==> src/rtl/bus_fabric_pkg.sv <==
// Shared types and encodings for the handshaked bus fabric.
// Channel FSM states, fault cause codes and CPU data-port command codes.
package bus_fabric_pkg;

   typedef enum logic [1:0] {
      ST_IDLE = 2'b00,
      ST_WAIT = 2'b01,
      ST_RESP = 2'b10,
      ST_ERR  = 2'b11
   } chan_state_t;

   typedef enum logic [1:0] {
      ERR_NONE     = 2'b00,
      ERR_UNMAPPED = 2'b01,
      ERR_TIMEOUT  = 2'b10
   } err_cause_t;

   localparam logic [1:0] DRW_NOP   = 2'b00;
   localparam logic [1:0] DRW_WRITE = 2'b01;
   localparam logic [1:0] DRW_READ  = 2'b10;

   // 2'b11 is deliberately not a request
   function automatic logic drw_is_req(input logic [1:0] drw);
      return (drw == DRW_WRITE) || (drw == DRW_READ);
   endfunction

endpackage

==> src/rtl/bus_fabric_if.sv <==
// CPU-side and module-side signals of the bus fabric.
// The fabric uses the slave modport; the CPU/slave models use master.
interface bus_fabric_if #(
   parameter int NUM_MODS = 12
);
   logic                     cpu_ireq;
   logic [31:0]              cpu_iaddr;
   logic [31:0]              bus_cpu_inst;
   logic                     cpu_iack;
   logic [1:0]               cpu_drw;
   logic [31:0]              cpu_daddr;
   logic [31:0]              cpu_bus_data;
   logic [31:0]              bus_cpu_data;
   logic                     cpu_dack;
   logic                     cpu_stall;
   logic [NUM_MODS-1:0]      mod_ie;
   logic [NUM_MODS-1:0]      mod_de;
   logic [31:0]              mod_iaddr;
   logic [31:0]              mod_daddr;
   logic [1:0]               mod_drw;
   logic [31:0]              mod_wdata;
   logic [32*NUM_MODS-1:0]   mod_inst;
   logic [32*NUM_MODS-1:0]   mod_data;
   logic [NUM_MODS-1:0]      mod_irdy;
   logic [NUM_MODS-1:0]      mod_drdy;
   logic [31:0]              err_addr;
   logic [1:0]               err_cause;
   logic                     err_chan;
   logic                     err_irq;
   logic                     err_clr;

   modport master (
      output cpu_ireq, cpu_iaddr, cpu_drw, cpu_daddr, cpu_bus_data,
      output mod_inst, mod_data, mod_irdy, mod_drdy, err_clr,
      input  bus_cpu_inst, cpu_iack, bus_cpu_data, cpu_dack, cpu_stall,
      input  mod_ie, mod_de, mod_iaddr, mod_daddr, mod_drw, mod_wdata,
      input  err_addr, err_cause, err_chan, err_irq
   );

   modport slave (
      input  cpu_ireq, cpu_iaddr, cpu_drw, cpu_daddr, cpu_bus_data,
      input  mod_inst, mod_data, mod_irdy, mod_drdy, err_clr,
      output bus_cpu_inst, cpu_iack, bus_cpu_data, cpu_dack, cpu_stall,
      output mod_ie, mod_de, mod_iaddr, mod_daddr, mod_drw, mod_wdata,
      output err_addr, err_cause, err_chan, err_irq
   );
endinterface

==> src/rtl/bus_channel.sv <==
// One bus channel: request latch, module decode, timeout and response capture.
// Instantiated once for instruction fetch and once for data access.
//
// state   | meaning
// --------+--------------------------------------------------------------
// ST_IDLE | no transaction; accepts a request and decodes the module index
// ST_WAIT | enable held on the selected module until rdy or timeout
// ST_RESP | one-cycle ack with captured slave data
// ST_ERR  | one-cycle ack with zero data; fault visible to error capture
module bus_channel
   import bus_fabric_pkg::*;
#(
   parameter int NUM_MODS = 12,
   parameter int IDX_LSB  = 24,
   parameter int TIMEOUT  = 255,
   parameter int TO_W     = 16
) (
   input  logic                   clk,
   input  logic                   rst,
   input  logic                   req,
   input  logic [31:0]            addr,
   input  logic [1:0]             drw,
   input  logic [31:0]            wdata,
   input  logic [32*NUM_MODS-1:0] mod_rdata,
   input  logic [NUM_MODS-1:0]    mod_rdy,
   output logic [NUM_MODS-1:0]    en,
   output logic [31:0]            eff_addr,
   output logic [1:0]             drw_q,
   output logic [31:0]            wdata_q,
   output logic [31:0]            rdata,
   output logic                   ack,
   output logic                   busy,
   output logic                   fault,
   output err_cause_t             fault_cause,
   output logic [31:0]            fault_addr
);

   localparam logic [31:0]   ADDR_MASK = 32'((64'd1 << IDX_LSB) - 64'd1);
   localparam logic [TO_W-1:0] TO_LAST = TO_W'(TIMEOUT - 1);

   chan_state_t         state_q, state_d;
   logic [NUM_MODS-1:0] en_q, en_d;
   logic [TO_W-1:0]     cnt_q, cnt_d;
   logic [31:0]         resp_q, resp_d;
   logic [31:0]         addr_q, addr_d;
   logic [1:0]          drw_r, drw_d;
   logic [31:0]         wdata_r, wdata_d;
   err_cause_t          cause_q, cause_d;

   logic [31:0]         idx;
   logic                mapped;
   logic [NUM_MODS-1:0] dec;
   logic [31:0]         sel_data;
   logic                sel_rdy;

   assign idx    = addr >> IDX_LSB;
   assign mapped = idx < 32'(NUM_MODS);

   always_comb begin
      dec = '0;
      for (int k = 0; k < NUM_MODS; k++) begin
         dec[k] = (idx == 32'(k));
      end
   end

   // en_q is one-hot, so an OR-reduction acts as the response mux
   always_comb begin
      sel_data = '0;
      for (int k = 0; k < NUM_MODS; k++) begin
         if (en_q[k]) begin
            sel_data = sel_data | mod_rdata[32*k +: 32];
         end
      end
   end

   assign sel_rdy = |(en_q & mod_rdy);

   always_comb begin
      state_d = state_q;
      en_d    = en_q;
      cnt_d   = cnt_q;
      resp_d  = resp_q;
      addr_d  = addr_q;
      drw_d   = drw_r;
      wdata_d = wdata_r;
      cause_d = cause_q;
      unique case (state_q)
         ST_IDLE: begin
            if (req) begin
               addr_d  = addr;
               drw_d   = drw;
               wdata_d = wdata;
               cnt_d   = '0;
               if (mapped) begin
                  en_d    = dec;
                  state_d = ST_WAIT;
               end else begin
                  resp_d  = '0;
                  cause_d = ERR_UNMAPPED;
                  state_d = ST_ERR;
               end
            end
         end
         ST_WAIT: begin
            if (sel_rdy) begin
               resp_d  = sel_data;
               en_d    = '0;
               state_d = ST_RESP;
            end else if (cnt_q == TO_LAST) begin
               resp_d  = '0;
               en_d    = '0;
               cause_d = ERR_TIMEOUT;
               state_d = ST_ERR;
            end else if (cnt_q != '1) begin
               cnt_d = cnt_q + TO_W'(1);
            end
         end
         ST_RESP: state_d = ST_IDLE;
         ST_ERR:  state_d = ST_IDLE;
         default: state_d = ST_IDLE;
      endcase
   end

   always_ff @(posedge clk) begin
      if (rst) begin
         state_q <= ST_IDLE;
         en_q    <= '0;
         cnt_q   <= '0;
         resp_q  <= '0;
         addr_q  <= '0;
         drw_r   <= DRW_NOP;
         wdata_r <= '0;
         cause_q <= ERR_NONE;
      end else begin
         state_q <= state_d;
         en_q    <= en_d;
         cnt_q   <= cnt_d;
         resp_q  <= resp_d;
         addr_q  <= addr_d;
         drw_r   <= drw_d;
         wdata_r <= wdata_d;
         cause_q <= cause_d;
      end
   end

   assign en          = en_q;
   assign eff_addr    = addr_q & ADDR_MASK;
   assign drw_q       = drw_r;
   assign wdata_q     = wdata_r;
   assign rdata       = resp_q;
   assign ack         = (state_q == ST_RESP) || (state_q == ST_ERR);
   assign busy        = (state_q == ST_WAIT);
   assign fault       = (state_q == ST_ERR);
   assign fault_cause = cause_q;
   assign fault_addr  = addr_q;

endmodule

==> src/rtl/bus_fabric.sv <==
// Bus fabric top: independent I and D channels plus first-fault capture
// that drives the level interrupt towards the interrupt controller.
module bus_fabric
   import bus_fabric_pkg::*;
#(
   parameter int NUM_MODS = 12,
   parameter int IDX_LSB  = 24,
   parameter int TIMEOUT  = 255,
   parameter int TO_W     = 16
) (
   input  logic         clk,
   input  logic         rst,
   bus_fabric_if.slave  bus
);

   logic        i_busy, d_busy;
   logic        i_fault, d_fault;
   err_cause_t  i_cause, d_cause;
   logic [31:0] i_faddr, d_faddr;
   logic        d_req;

   err_cause_t  err_cause_q;
   logic [31:0] err_addr_q;
   logic        err_chan_q;

   assign d_req = drw_is_req(bus.cpu_drw);

   // Fetch channel never writes: command and write data are tied off
   bus_channel #(
      .NUM_MODS (NUM_MODS),
      .IDX_LSB  (IDX_LSB),
      .TIMEOUT  (TIMEOUT),
      .TO_W     (TO_W)
   ) u_ich (
      .clk         (clk),
      .rst         (rst),
      .req         (bus.cpu_ireq),
      .addr        (bus.cpu_iaddr),
      .drw         (DRW_READ),
      .wdata       (32'h0),
      .mod_rdata   (bus.mod_inst),
      .mod_rdy     (bus.mod_irdy),
      .en          (bus.mod_ie),
      .eff_addr    (bus.mod_iaddr),
      .drw_q       (),
      .wdata_q     (),
      .rdata       (bus.bus_cpu_inst),
      .ack         (bus.cpu_iack),
      .busy        (i_busy),
      .fault       (i_fault),
      .fault_cause (i_cause),
      .fault_addr  (i_faddr)
   );

   bus_channel #(
      .NUM_MODS (NUM_MODS),
      .IDX_LSB  (IDX_LSB),
      .TIMEOUT  (TIMEOUT),
      .TO_W     (TO_W)
   ) u_dch (
      .clk         (clk),
      .rst         (rst),
      .req         (d_req),
      .addr        (bus.cpu_daddr),
      .drw         (bus.cpu_drw),
      .wdata       (bus.cpu_bus_data),
      .mod_rdata   (bus.mod_data),
      .mod_rdy     (bus.mod_drdy),
      .en          (bus.mod_de),
      .eff_addr    (bus.mod_daddr),
      .drw_q       (bus.mod_drw),
      .wdata_q     (bus.mod_wdata),
      .rdata       (bus.bus_cpu_data),
      .ack         (bus.cpu_dack),
      .busy        (d_busy),
      .fault       (d_fault),
      .fault_cause (d_cause),
      .fault_addr  (d_faddr)
   );

   assign bus.cpu_stall = i_busy | d_busy;

   // Clear beats a coincident fault; D wins when both channels fault together
   always_ff @(posedge clk) begin
      if (rst || bus.err_clr) begin
         err_cause_q <= ERR_NONE;
         err_addr_q  <= '0;
         err_chan_q  <= 1'b0;
      end else if (err_cause_q == ERR_NONE) begin
         if (d_fault) begin
            err_cause_q <= d_cause;
            err_addr_q  <= d_faddr;
            err_chan_q  <= 1'b1;
         end else if (i_fault) begin
            err_cause_q <= i_cause;
            err_addr_q  <= i_faddr;
            err_chan_q  <= 1'b0;
         end
      end
   end

   assign bus.err_cause = err_cause_q;
   assign bus.err_addr  = err_addr_q;
   assign bus.err_chan  = err_chan_q;
   assign bus.err_irq   = (err_cause_q != ERR_NONE);

endmodule

==> src/flat_wrapper.sv <==
// flat-port wrapper written by rule: the top's interface ports become plain ports
module bus_fabric_flat import bus_fabric_pkg::*;
#(
   parameter int NUM_MODS = 12,
   parameter int IDX_LSB  = 24,
   parameter int TIMEOUT  = 255,
   parameter int TO_W     = 16
)
  (clk, rst, bus_cpu_ireq, bus_cpu_iaddr, bus_cpu_drw, bus_cpu_daddr, bus_cpu_bus_data, bus_mod_inst, bus_mod_data, bus_mod_irdy, bus_mod_drdy, bus_err_clr, bus_bus_cpu_inst, bus_cpu_iack, bus_bus_cpu_data, bus_cpu_dack, bus_cpu_stall, bus_mod_ie, bus_mod_de, bus_mod_iaddr, bus_mod_daddr, bus_mod_drw, bus_mod_wdata, bus_err_addr, bus_err_cause, bus_err_chan, bus_err_irq);
  bus_fabric_if #(.NUM_MODS(NUM_MODS)) bus_i ();
  input  logic clk;
  input  logic rst;
  input wire logic [$bits(bus_i.cpu_ireq)-1:0] bus_cpu_ireq;
  input wire logic [$bits(bus_i.cpu_iaddr)-1:0] bus_cpu_iaddr;
  input wire logic [$bits(bus_i.cpu_drw)-1:0] bus_cpu_drw;
  input wire logic [$bits(bus_i.cpu_daddr)-1:0] bus_cpu_daddr;
  input wire logic [$bits(bus_i.cpu_bus_data)-1:0] bus_cpu_bus_data;
  input wire logic [$bits(bus_i.mod_inst)-1:0] bus_mod_inst;
  input wire logic [$bits(bus_i.mod_data)-1:0] bus_mod_data;
  input wire logic [$bits(bus_i.mod_irdy)-1:0] bus_mod_irdy;
  input wire logic [$bits(bus_i.mod_drdy)-1:0] bus_mod_drdy;
  input wire logic [$bits(bus_i.err_clr)-1:0] bus_err_clr;
  output wire logic [$bits(bus_i.bus_cpu_inst)-1:0] bus_bus_cpu_inst;
  output wire logic [$bits(bus_i.cpu_iack)-1:0] bus_cpu_iack;
  output wire logic [$bits(bus_i.bus_cpu_data)-1:0] bus_bus_cpu_data;
  output wire logic [$bits(bus_i.cpu_dack)-1:0] bus_cpu_dack;
  output wire logic [$bits(bus_i.cpu_stall)-1:0] bus_cpu_stall;
  output wire logic [$bits(bus_i.mod_ie)-1:0] bus_mod_ie;
  output wire logic [$bits(bus_i.mod_de)-1:0] bus_mod_de;
  output wire logic [$bits(bus_i.mod_iaddr)-1:0] bus_mod_iaddr;
  output wire logic [$bits(bus_i.mod_daddr)-1:0] bus_mod_daddr;
  output wire logic [$bits(bus_i.mod_drw)-1:0] bus_mod_drw;
  output wire logic [$bits(bus_i.mod_wdata)-1:0] bus_mod_wdata;
  output wire logic [$bits(bus_i.err_addr)-1:0] bus_err_addr;
  output wire logic [$bits(bus_i.err_cause)-1:0] bus_err_cause;
  output wire logic [$bits(bus_i.err_chan)-1:0] bus_err_chan;
  output wire logic [$bits(bus_i.err_irq)-1:0] bus_err_irq;
  assign bus_i.cpu_ireq = bus_cpu_ireq;
  assign bus_i.cpu_iaddr = bus_cpu_iaddr;
  assign bus_i.cpu_drw = bus_cpu_drw;
  assign bus_i.cpu_daddr = bus_cpu_daddr;
  assign bus_i.cpu_bus_data = bus_cpu_bus_data;
  assign bus_i.mod_inst = bus_mod_inst;
  assign bus_i.mod_data = bus_mod_data;
  assign bus_i.mod_irdy = bus_mod_irdy;
  assign bus_i.mod_drdy = bus_mod_drdy;
  assign bus_i.err_clr = bus_err_clr;
  assign bus_bus_cpu_inst = bus_i.bus_cpu_inst;
  assign bus_cpu_iack = bus_i.cpu_iack;
  assign bus_bus_cpu_data = bus_i.bus_cpu_data;
  assign bus_cpu_dack = bus_i.cpu_dack;
  assign bus_cpu_stall = bus_i.cpu_stall;
  assign bus_mod_ie = bus_i.mod_ie;
  assign bus_mod_de = bus_i.mod_de;
  assign bus_mod_iaddr = bus_i.mod_iaddr;
  assign bus_mod_daddr = bus_i.mod_daddr;
  assign bus_mod_drw = bus_i.mod_drw;
  assign bus_mod_wdata = bus_i.mod_wdata;
  assign bus_err_addr = bus_i.err_addr;
  assign bus_err_cause = bus_i.err_cause;
  assign bus_err_chan = bus_i.err_chan;
  assign bus_err_irq = bus_i.err_irq;
  bus_fabric #(.NUM_MODS(NUM_MODS), .IDX_LSB(IDX_LSB), .TIMEOUT(TIMEOUT), .TO_W(TO_W)) u_core (.clk(clk), .rst(rst), .bus(bus_i));
endmodule
==> config.mk <==
export PLATFORM = sky130hd
export DESIGN_NAME = bus_fabric_flat
export DESIGN_NICKNAME = d
export VERILOG_FILES = /design/src/rtl/bus_fabric_pkg.sv /design/src/rtl/bus_fabric_if.sv /design/src/rtl/bus_channel.sv /design/src/rtl/bus_fabric.sv /design/src/flat_wrapper.sv
export SDC_FILE = /design/constraint.sdc
export NUM_CORES = 1
export LEC_CHECK = 0
export BUFFER_PORTS_ARGS = -buffer_cell sky130_fd_sc_hd__buf_4
export CAP_MARGIN = 20
export CORE_AREA = 10 10 428 430
export DETAILED_ROUTE_END_ITERATION = 7
export DIE_AREA = 0 0 438 440
export PLACE_DENSITY = 0.3
export SLEW_MARGIN = 15
export SYNTH_ARGS = -nofsm -noshare
export SYNTH_HDL_FRONTEND = slang
export SYNTH_SLANG_ARGS = --single-unit
==> constraint.sdc <==
create_clock -name clk -period 4.3 [get_ports clk]
set_input_delay 1.075 -clock clk [delete_from_list [all_inputs] [get_ports clk]]
set_output_delay 1.075 -clock clk [all_outputs]
set_load 0.005 [all_outputs]
# After elaboration in Yosys (flattened, before gate mapping)
# Index checks and enable logic that the tools add are counted.
# word_totals
reg_bits	261
output_inout_bits	225
# classes
bitwise	25
eq_ne	50
n_addsub	2
order_cmp	2
n_mux	80
reduce_logical	30
# ops
operator	n
$mux 32	34
$or 32x32->32	22
$mux 16	8
$pmux 32 s2	2
$mux 12	8
$eq 8x3->1 const B	8
$eq 8x4->1 const B	8
$logic_not 32->1	2
$pmux 16 s2	2
$pmux 12 s2	2
$mux 2	18
$add 16x1->16 const B	2
$eq 16x8->1 const B	2
$eq 8x2->1 const B	4
$ne 16x16->1 const B	2
$ne 2x2->1 const B	13
$and 12x12->12	2
$reduce_or 12->1	2
$reduce_and 5->1	4
$eq 8x1->1 const B	2
$lt 8x4->1 const B	2
$reduce_and 4->1	4
$pmux 2 s3	2
$eq 2x2->1 const B	5
other kinds (11)	29

# Longest topological paths before layout
# logic_depth
depth_word	25
mapped_depth	10
depth_no_buf	9

# By module
# From an unflattened synthesis, not the netlist that was laid out.
# hier_totals
hier_cells	1925
hier_area_um2	16360.7
# modules_own_cells
module	instances	cells_per_inst	area_per_inst_um2
bus_channel	2	878	7279.5
bus_fabric	1	169	1801.7

# Least setup slack after synthesis
# Ideal clock, no wire load.
# synth_path
kind	input to register
start	input bus_cpu_iaddr[31]
end	register u_core.u_ich.en_q[10] (netlist: u_core.u_ich.en[10])
setup_ps	70
path_stages	7
n_path_buf	1
t_required_ps	4230
path_slack_ps	1574
arrival_ps	2656
path_cell_list	or4_1 -> a21oi_1 -> nand2_1 -> a21o_1 -> buf_4 -> or3_1 -> a21oi_1
# synth_between
elab_chain_len	4
word_cells_on_any_way	7
classes_between	order compare: 1; eq/ne: 2; mux: 3; reduce/logical: 1
# synth_lines
element	line	text
start, declared	flat_wrapper.sv:14	input wire logic [$bits(bus_i.cpu_iaddr)-1:0] bus_cpu_iaddr;
parallel branches: the longest is 4 deep, another holds $lt 8x4->1	--	
end signal, assigned	bus_channel.sv:136	en_q <= en_d;
end, declared	bus_channel.sv:42	logic [NUM_MODS-1:0] en_q, en_d;
# Several ways; the timed one is not identified. The select of a mux whose other input is x is not followed.
# A chain may end at the register's enable or synchronous reset.

# Worst setup path in the final report
# layout_path
start	register u_core.u_dch.en_q[8] (netlist: u_core.u_dch.en[8])
end	output bus_mod_de[8]
# layout_lines
element	line	text
start, declared	bus_channel.sv:42	
start signal, assigned	bus_channel.sv:136	
end, declared	flat_wrapper.sv:29	output wire logic [$bits(bus_i.mod_de)-1:0] bus_mod_de;
# No word-level cell between the ends.

==> results_dict.tcl <==
set metrics [dict create \
    hp-class "register to register" \
    synth_top_area_share 0.3564 \
    synthTopCellsByArea "dfxtp_1, a221oi_1, a22o_1" \
    postCtsSetupBuffers 0 \
    status "finished, final reports clean" \
    critPathRequiredTime_ns 3.22 \
    cts_max_level 2 \
    peakVddDrop_uv 252.9 \
    vias_per_cell 3.813 \
    crit_path_start "u_core.u_dch.en[8]" \
    area_growth_syn_to_layout_pct 83.51 \
    p_per_area_mw_per_mm2 294.6 \
    dp_cells 5120 \
    die_h_um 440 \
    drc 0 \
    hpwl_um 134600 \
    yosysMostFrequentCell "nand2_1" \
    p_comb_frac 0.181 \
    layout-drive-gt1-share 0.4524 \
    multiInputGateArea_mm2 0.008312 \
    clk_path_buf_depth 3 \
    critPathLaunchType "register" \
    finClkSkew_ns 0.04368 \
    top_level_ports 1119 \
    fin_crit_sh 0.7317 \
    gp_congestion 0.9144 \
    root_buffer "clkbuf_16" \
    path_class "register to output pin" \
    cts_made_buffers 44 \
    synth-edff-count 0 \
    grt_pass1_vias 20360 \
    synth.distinct_cells 63 \
    path_max_fanout 18 \
    internal_power_mw 5.568 \
    track_usage 0.1582 \
    synthFlopType "dfxtp_1" \
    end_kind "output pin" \
    power_mw 7.925 \
    maxCapViolations 0 \
    yosys_warnings 0 \
    rsz0062_at_grt "false" \
    grt_max_degree 67 \
    regToRegStartpoint "u_core.u_ich.en[2]" \
    start_util 0.08379 \
    rows 154 \
    final-hold-violation-count 0 \
    p_leak_nw 10.75 \
    drtAntennaViolNets 0 \
    grt_pass1_wl_um 207200 \
    post-place-ws_ns 0.6156 \
    drt-initial-drc-count 1479 \
    seq_area_frac_synth 0.3564 \
    cp_data_arrival_time_ns 2.07 \
    postSynthCellCount 1847 \
    final_nets 3724 \
    holdBufCountCts 0 \
    syn-cell-area_mm2 0.01466 \
    fillers 20200 \
    gr-total-overflow 0 \
    clkPwrFrac 0.492 \
    cts-resized-gates 0 \
    antenna_found_initial 61 \
    ys_ff_latch 261 \
    fin_crit_ns 3.146 \
    sequentialPowerShare 0.327 \
    die-area_mm2 0.1927 \
    syn_avg_cell_area_um2 7.937 \
    synth-async-reset-ratio 0 \
    dr.pass1.iters 5 \
    cts.clk_slew.worst_paths_ns 0.05 \
    fin_area_mm2 0.02690 \
    fmax_mhz 317.8 \
    drv_slew 0 \
    die_w_um 438 \
    yosysTopAreaCell "dfxtp_1" \
    placed_cell_area_mm2 0.02534 \
    fin_ws_ns 1.154 \
    register_area_mm2 0.005258 \
    swShare 0.2974 \
    whs_ns 0.4534 \
    drt-total-wl_um 164000 \
    synthTopCellsByCount "nand2_1, dfxtp_1, a21oi_1" \
    cts_sinks 261 \
    cts_tree "built" \
    layout.cells.non_filler 5222 \
    slew_headroom 0.3144 \
    final_util 0.1538 \
    p_switching_mw 2.357 \
    port_buffers 1102 \
    worstHoldStart "u_core.u_dch.rdata[26]" \
    vias 19910 \
    worstMarginPinSlew_ns 1.028 \
    core_mm2 0.1750 \
    wire_per_inst_um 31.40 \
    worst_skew_pair.late_latency_ns 0.63 \
    setup_viol 0 \
    tns_ns 0 \
]
==> layout make-up <==
type / count / area share
sequential: 261 / 0.1954
antenna: 22 / 0.002046
multi-input combinational: 1348 / 0.3089
inverter: 5 / 0.0006976
tap: 2340 / 0.1088
clock buffer: 60 / 0.04576
timing repair buffer: 1166 / 0.3278
clock inverter: 20 / 0.01046
==> worst max-delay path, cell delays in order, from the launching register on <==
cell and delay [ns]:
dfxtp_2 0.41, buf_4 0.43, buf_4 0.41, buf_4 0.18
==> path summary, 6_finish.rpt <==
kind | to | depth (start not counted) | slack (ns)
setup / recovery | bus_mod_de[8] | 3 | 1.15
hold / removal | u_core.u_dch.rdata[26] | 1 | 0.45
setup reg to reg | u_core.u_ich.en[4] | 7 | 1.42
hold reg to reg | u_core.u_dch.rdata[26] | 1 | 0.45
==> cell families after synthesis <==
kind of cell             synth area share
AO/OA/AOI/OAI                      0.3658
XOR/XNOR                         0.009558
adder cells (fa/ha/maj)          0.003414
buffers and inverters             0.08407
flip-flops                         0.3564
multiplexers                     0.002219
other                           0.0002558
AND/OR/NAND/NOR                    0.1783
==> cell usage in the layout, fill, tap and decap left out, types with 8 or more instances in the layout <==
cell	n
nand3_1	52
a311oi_1	32
dfxtp_2	26
buf_4	1160
a22o_1	128
nand2_1	281
a31oi_1	64
conb_1	16
dfxtp_1	235
xor2_1	12
clkbuf_16	44
a21oi_1	166
nand4_1	8
and3_1	35
a221oi_1	128
clkbuf_1	9
or3_1	25
o21ai_1	10
o21ai_0	9
nor4_1	8
diode_2	22
a21o_1	34
a22oi_1	138
nor2_1	108
nor3_1	8
a31o_1	8
clkinv_2	8
==> sequential cells by signal, indices dropped and copies added (netlist names), 12 cells and up <==
register / cells
u_core.bus.err_addr: 32
u_core.u_dch.rdata: 32
u_core.u_dch.wdata_q: 32
u_core.u_ich.cnt_q: 16
u_core.u_ich.en: 12
u_core.u_ich.fault_addr: 32
u_core.u_dch.en: 12
u_core.u_dch.fault_addr: 32
u_core.u_ich.rdata: 32
u_core.u_dch.cnt_q: 16
==> per-layer routing <==
layer	track usage	wire, um	up-vias
li1	-	-	8943
met1	0.1949	68510	9863
met2	0.2707	79360	928
met3	0.04264	12190	152
met4	0.04062	3757	26
met5	0	160	-
==> power groups by stage <==
stage / registers, mW / logic, mW / clock network, mW
6_report: 2.59 / 1.44 / 3.90
5_1_grt: 2.60 / 1.55 / 4.16
4_1_cts: 2.59 / 1.47 / 4.10
3_5_place_dp: 2.64 / 1.47 / 0
3_3_place_gp: 2.64 / 1.46 / 0
2_1_floorplan: 2.62 / 0.407 / 0
No activity file was read; power rests on OpenSTA's default activity.
